[src/rtl/memoria_pkg.sv]
// Shared constants and types for the register-bank memory responder.
package memoria_pkg;

  localparam int unsigned MEM_ADDR_WIDTH = 4;
  localparam int unsigned MEM_DATA_WIDTH = 32;
  localparam int unsigned CNT_WIDTH      = 4;

  // Command encodings on pc_data
  typedef logic [1:0] cmd_t;
  localparam cmd_t CMD_IDLE  = 2'b00;
  localparam cmd_t CMD_READ  = 2'b01;
  localparam cmd_t CMD_WRITE = 2'b10;
  localparam cmd_t CMD_RSVD  = 2'b11;

  // Controller FSM states
  typedef logic [1:0] state_t;
  localparam state_t ST_IDLE   = 2'd0;
  localparam state_t ST_ACCESS = 2'd1;
  localparam state_t ST_DONE   = 2'd2;

endpackage

[src/rtl/memoria_array.sv]
// Word-addressed register array: synchronous write, registered read on strobe,
// asynchronous clear of every word and of the read register.
module memoria_array
  import memoria_pkg::*;
#(
  parameter int unsigned ADDR_WIDTH = MEM_ADDR_WIDTH,
  parameter int unsigned DATA_WIDTH = MEM_DATA_WIDTH
) (
  input  logic                  i_clk,
  input  logic                  i_rst,
  input  logic                  i_we,
  input  logic                  i_re,
  input  logic [ADDR_WIDTH-1:0] i_addr,
  input  logic [DATA_WIDTH-1:0] i_wdata,
  output logic [DATA_WIDTH-1:0] o_rdata
);

  localparam int unsigned DEPTH = 2 ** ADDR_WIDTH;

  logic [DATA_WIDTH-1:0] r_mem [DEPTH];
  logic [DATA_WIDTH-1:0] r_rdata;

  // Storage: cleared by reset, written on strobe
  always_ff @(posedge i_clk or posedge i_rst) begin
    if (i_rst) begin
      for (int unsigned i = 0; i < DEPTH; i++) begin
        r_mem[i] <= '0;
      end
    end else if (i_we) begin
      r_mem[i_addr] <= i_wdata;
    end
  end

  // Read register: only updated by a read strobe
  always_ff @(posedge i_clk or posedge i_rst) begin
    if (i_rst) begin
      r_rdata <= '0;
    end else if (i_re) begin
      r_rdata <= r_mem[i_addr];
    end
  end

  assign o_rdata = r_rdata;

endmodule

[src/rtl/controlador_ram.sv]
// Memory-side responder: accepts a command from the register bank, waits a
// programmable latency, executes it once and holds ready until the command drops.
module controlador_ram
  import memoria_pkg::*;
#(
  parameter int unsigned ADDR_WIDTH = MEM_ADDR_WIDTH,
  parameter int unsigned DATA_WIDTH = MEM_DATA_WIDTH,
  parameter int unsigned LATENCY    = 2
) (
  input  logic                  clock,
  input  logic                  reset,
  input  logic [ADDR_WIDTH-1:0] mar_data,
  input  logic [1:0]            pc_data,
  input  logic [DATA_WIDTH-1:0] mbr_data,
  output logic [DATA_WIDTH-1:0] ram_data,
  output logic                  busy,
  output logic                  ready,
  output logic                  err
);

  localparam logic [CNT_WIDTH-1:0] CNT_LOAD = CNT_WIDTH'(LATENCY - 1);

  state_t                r_state;
  logic [CNT_WIDTH-1:0]  r_cnt;
  logic [ADDR_WIDTH-1:0] r_addr;
  logic [DATA_WIDTH-1:0] r_wdata;
  cmd_t                  r_cmd;
  logic                  r_err;
  logic                  r_busy;
  logic                  r_ready;

  state_t                w_state_nxt;
  logic [CNT_WIDTH-1:0]  w_cnt_nxt;
  logic [ADDR_WIDTH-1:0] w_addr_nxt;
  logic [DATA_WIDTH-1:0] w_wdata_nxt;
  cmd_t                  w_cmd_nxt;
  logic                  w_err_nxt;
  logic                  w_busy_nxt;
  logic                  w_ready_nxt;
  logic                  w_we;
  logic                  w_re;
  logic [DATA_WIDTH-1:0] w_rdata;

  // State, capture and flag registers
  always_ff @(posedge clock or posedge reset) begin
    if (reset) begin
      r_state <= ST_IDLE;
      r_cnt   <= '0;
      r_addr  <= '0;
      r_wdata <= '0;
      r_cmd   <= CMD_IDLE;
      r_err   <= 1'b0;
      r_busy  <= 1'b0;
      r_ready <= 1'b0;
    end else begin
      r_state <= w_state_nxt;
      r_cnt   <= w_cnt_nxt;
      r_addr  <= w_addr_nxt;
      r_wdata <= w_wdata_nxt;
      r_cmd   <= w_cmd_nxt;
      r_err   <= w_err_nxt;
      r_busy  <= w_busy_nxt;
      r_ready <= w_ready_nxt;
    end
  end

  // Next-state logic; execution strobes fire on the last ACCESS edge
  always_comb begin
    w_state_nxt = r_state;
    w_cnt_nxt   = r_cnt;
    w_addr_nxt  = r_addr;
    w_wdata_nxt = r_wdata;
    w_cmd_nxt   = r_cmd;
    w_err_nxt   = r_err;
    w_we        = 1'b0;
    w_re        = 1'b0;

    case (r_state)
      ST_IDLE: begin
        if (pc_data != CMD_IDLE) begin
          w_addr_nxt  = mar_data;
          w_wdata_nxt = mbr_data;
          w_cmd_nxt   = pc_data;
          w_cnt_nxt   = CNT_LOAD;
          if (pc_data == CMD_RSVD) begin
            // Reserved command completes immediately with no memory effect
            w_err_nxt   = 1'b1;
            w_state_nxt = ST_DONE;
          end else begin
            w_err_nxt   = 1'b0;
            w_state_nxt = ST_ACCESS;
          end
        end
      end
      ST_ACCESS: begin
        if (r_cnt == '0) begin
          w_we        = (r_cmd == CMD_WRITE);
          w_re        = (r_cmd == CMD_READ);
          w_state_nxt = ST_DONE;
        end else begin
          w_cnt_nxt = r_cnt - CNT_WIDTH'(1);
        end
      end
      ST_DONE: begin
        // Level handshake: leave only once the command is withdrawn
        if (pc_data == CMD_IDLE) begin
          w_state_nxt = ST_IDLE;
        end
      end
      default: begin
        w_state_nxt = ST_IDLE;
      end
    endcase

    w_busy_nxt  = (w_state_nxt == ST_ACCESS);
    w_ready_nxt = (w_state_nxt == ST_DONE);
  end

  memoria_array #(
    .ADDR_WIDTH (ADDR_WIDTH),
    .DATA_WIDTH (DATA_WIDTH)
  ) u_array (
    .i_clk   (clock),
    .i_rst   (reset),
    .i_we    (w_we),
    .i_re    (w_re),
    .i_addr  (r_addr),
    .i_wdata (r_wdata),
    .o_rdata (w_rdata)
  );

  assign ram_data = w_rdata;
  assign busy     = r_busy;
  assign ready    = r_ready;
  assign err      = r_err;

endmodule

[config.mk]
export PLATFORM = sky130hd
export DESIGN_NAME = controlador_ram
export DESIGN_NICKNAME = d
export VERILOG_FILES = /design/src/rtl/memoria_pkg.sv /design/src/rtl/memoria_array.sv /design/src/rtl/controlador_ram.sv
export SDC_FILE = /design/constraint.sdc
export NUM_CORES = 1
export LEC_CHECK = 0
export CAP_MARGIN = 20
export CELL_PAD_IN_SITES_DETAIL_PLACEMENT = 2
export CELL_PAD_IN_SITES_GLOBAL_PLACEMENT = 2
export CORE_MARGIN = 4
export CORE_UTILIZATION = 40
export DETAILED_ROUTE_END_ITERATION = 8
export HOLD_SLACK_MARGIN = 0.03
export PLACE_DENSITY_LB_ADDON = 0.1
export SYNTH_ARGS = -nofsm -noshare
export SYNTH_HDL_FRONTEND = slang
export SYNTH_SLANG_ARGS = --single-unit
[constraint.sdc]
create_clock -name clock -period 26.4 [get_ports clock]
set_input_delay 2.64 -clock clock [delete_from_list [all_inputs] [get_ports clock]]
set_output_delay 2.64 -clock clock [all_outputs]
set_load 0.03 [all_outputs]
==> metrics.cfg <==
[logic_synthesis]
avgSynthCellArea_sq_um=15.1
ys.flop_type=dfrtp_1
syn_area_sq_um=26100
synthTopCellsByCount=591 x dfrtp_1, 491 x mux2_2, 124 x mux2i_1
yosysMostFrequentCell=dfrtp_1
async_flop_share_pct=100
synth_cell_types=39
synth_top_area_share_pct=56.6
synthCells=1733
synth_nets=1775
synth_edf_count=0
synthTopCellsByArea=dfrtp_1 57%, mux2_2 21%, mux4_2 5.8%
ys_warn_count=0
synth_seq_area_share_pct=56.6
synth_seq_cells=591
yosysTopAreaCell=dfrtp_1

[global_route]
antenna_found_initial=0
gr-total-overflow=0
grt_pass1_vias=17400
grt_max_degree=178
grt.total_usage_pct=20.6
grt_pass1_wl_mm=111

[critical_path]
arrival_ns=6.07
worstRegToRegCells=7
reg2reg_to=u_array.r_mem[82]
r2r_setup_slack_ns=23.00
worstSetupStartpointType=primary input
worstSetupEndpointType=asynchronous set/reset pin
r2r_start=r_cnt[0]
cp_data_required_time_ns=27.13
path_max_fanout=177
path_class=in -> async

[place]
dpl.hpwl_mm=38.9
port-buffer-count=74
globalplace.congestion=0.694

[clock_tree]
root_buffer=clkbuf_16
hold_buffers=0
clk_path_buf_depth=3
clkTransAtPathRegs_ns=0.05
cts_resized=0
clk_latency_ns=0.59
cts.sinks=591
cts_tree=built
cts-htree-levels=3
numCtsBuffers=68
post_cts_buffers=0

[sta]
clock_skew_ns=0.0212
slew_violations=0
period_share_pct=20.2
worstMarginPinSlew_ns=0.982
final.min_clock_period_ns=5.34
rsz0062_at_grt=false
fmax_ghz=0.187
setup_viol=0
hold_viol_final=0
fin_setup_tns_ns=0
max_slew_margin_pct=34.5

[route]
vias=15000
initialDrtViolationCount=660
wl_met2_mm=35.5
wl_mm=71.1
via_per_inst=5.63
wl_per_cell_um=26.6
drc=0
wirelength_met1_mm=32.8
first_pass_iters=4
top_layer_used=met4
ant_nets=0
wl_met3_mm=1.77

[layout]
fill_cells=5970
final_nets=1812
final_layout_size_suffix_gt1_share_pct=42.9
syn_to_final_growth_pct=14.8

[power_and_ir_drop]
power.leakage_nw=14.3
vdd_ir_drop_max_mv=0.0816
p_total_mw=3.21
p_per_area_nw_per_um2=107

[worst_hold_path]
holdCritPathClass=reg -> reg
holdPathEnd=u_array.r_mem[326]
min_path_cells=1
hp-start=u_array.r_mem[326]

[floorplan]
die_area_sq_um=69400
die_h_um=264
io_pins=75
start_util_pct=40.4
core_area_sq_um=64600
num_rows=93
die_w_um=264

[outcome]
status=finished clean

[job]
drv_cap=0

==> cell families after synthesis <==
kind of cell | count (synthesis) | synth area share (%)
mux | 742 | 35.1
flops | 591 | 56.6
buf+inv | 150 | 2.72
compound gates | 134 | 3.37
simple gates | 112 | 1.97
xor+xnor | 2 | 0.0671
fa+ha+maj | 2 | 0.0958
==> worst max path at each step <==
| stage | from | to | slack (ns) | cells after the start |
|---|---|---|---|---|
| finish | reset | r_state[0] | 21.06 | 6 |
| global route | reset | err | 20.61 | 6 |
| CTS | reset | busy | 20.43 | 5 |
| detailed placement | reset | r_wdata[8] | 19.80 | 5 |
| global placement | reset | r_wdata[8] | 19.83 | 5 |
| floorplan | reset | busy | 7.22 | 1 |
==> state kept, by name, indices dropped and copies added (netlist names) <==
signal / flops
u_array.r_mem: 512
r_state: 2
r_addr: 4
err: 1
r_cnt: 4
r_cmd: 2
u_array.o_rdata: 32
busy: 1
ready: 1
r_wdata: 32
==> per-stage QoR <==
| stage | setup slack [ns] | util (%) | instance area [sq um] | hold slack, ns | cells |
|---|---|---|---|---|---|
| detailed placement | 19.80 | 42.8 | 27700 | 0.489 | 2552 |
| global placement | 19.83 | 42.8 | 27700 | 0.482 | 2551 |
| finish | 21.06 | 46.4 | 30000 | 0.501 | 2675 |
| CTS | 20.43 | 46.3 | 29900 | 0.505 | 2671 |
| global route | 20.61 | 46.4 | 30000 | 0.514 | 2674 |
| floorplan | 7.22 | - | 26100 | 0.469 | 1733 |
==> routing by layer <==
| metal | up-vias | track usage (%) |
|---|---|---|
| met4 | 0 | 3.72 |
| met5 | - | 0 |
| met3 | 81 | 2.96 |
| met2 | 170 | 35.3 |
| li1 | 6468 | - |
| met1 | 8328 | 28.3 |
==> critical path: stages <==
cell and delay (ns):
clkdlybuf4s50_1 0.49, inv_8 0.57, buf_12 0.71, buf_4 0.73
buf_4 0.33, buf_16 0.34
==> area by class of cell <==
| cell class | count | area [sq um] | share of cell area (%) |
|---|---|---|---|
| antenna | 1 | 2.50 | 0.00834 |
| clock buffer | 105 | 2050 | 6.82 |
| clock inverter | 14 | 195 | 0.651 |
| inverter | 4 | 22.5 | 0.0751 |
| multi-input combinational | 992 | 10700 | 35.8 |
| sequential | 591 | 14800 | 49.3 |
| tap | 855 | 1070 | 3.57 |
| timing repair buffer | 113 | 1130 | 3.75 |
==> report_power, final <==
part	switching (mW)	internal, mW
Sequential	0.284	1.15
Clock	0.372	0.581
Combinational	0.403	0.421
Total	1.06	2.15
==> cells in the final DEF (no fill, tap or decap), drive strengths merged, types with 2 or more instances in the layout <==
cell type	instances
a21o	2
a21oi	2
a22oi	31
a31oi	31
buf	39
bufinv	5
clkbuf	105
clkdlybuf4s50	74
clkinv	9
dfrtp	591
ha	2
inv	4
mux2	551
mux2i	124
mux4	67
nand2	7
nand2b	2
nand3	4
nand3b	2
nand4b	2
nor2	74
nor2b	3
nor3	6
nor4b	3
o22ai	64
or3	3
or3b	2
xor2	2
(Power assumes the default switching activity.)
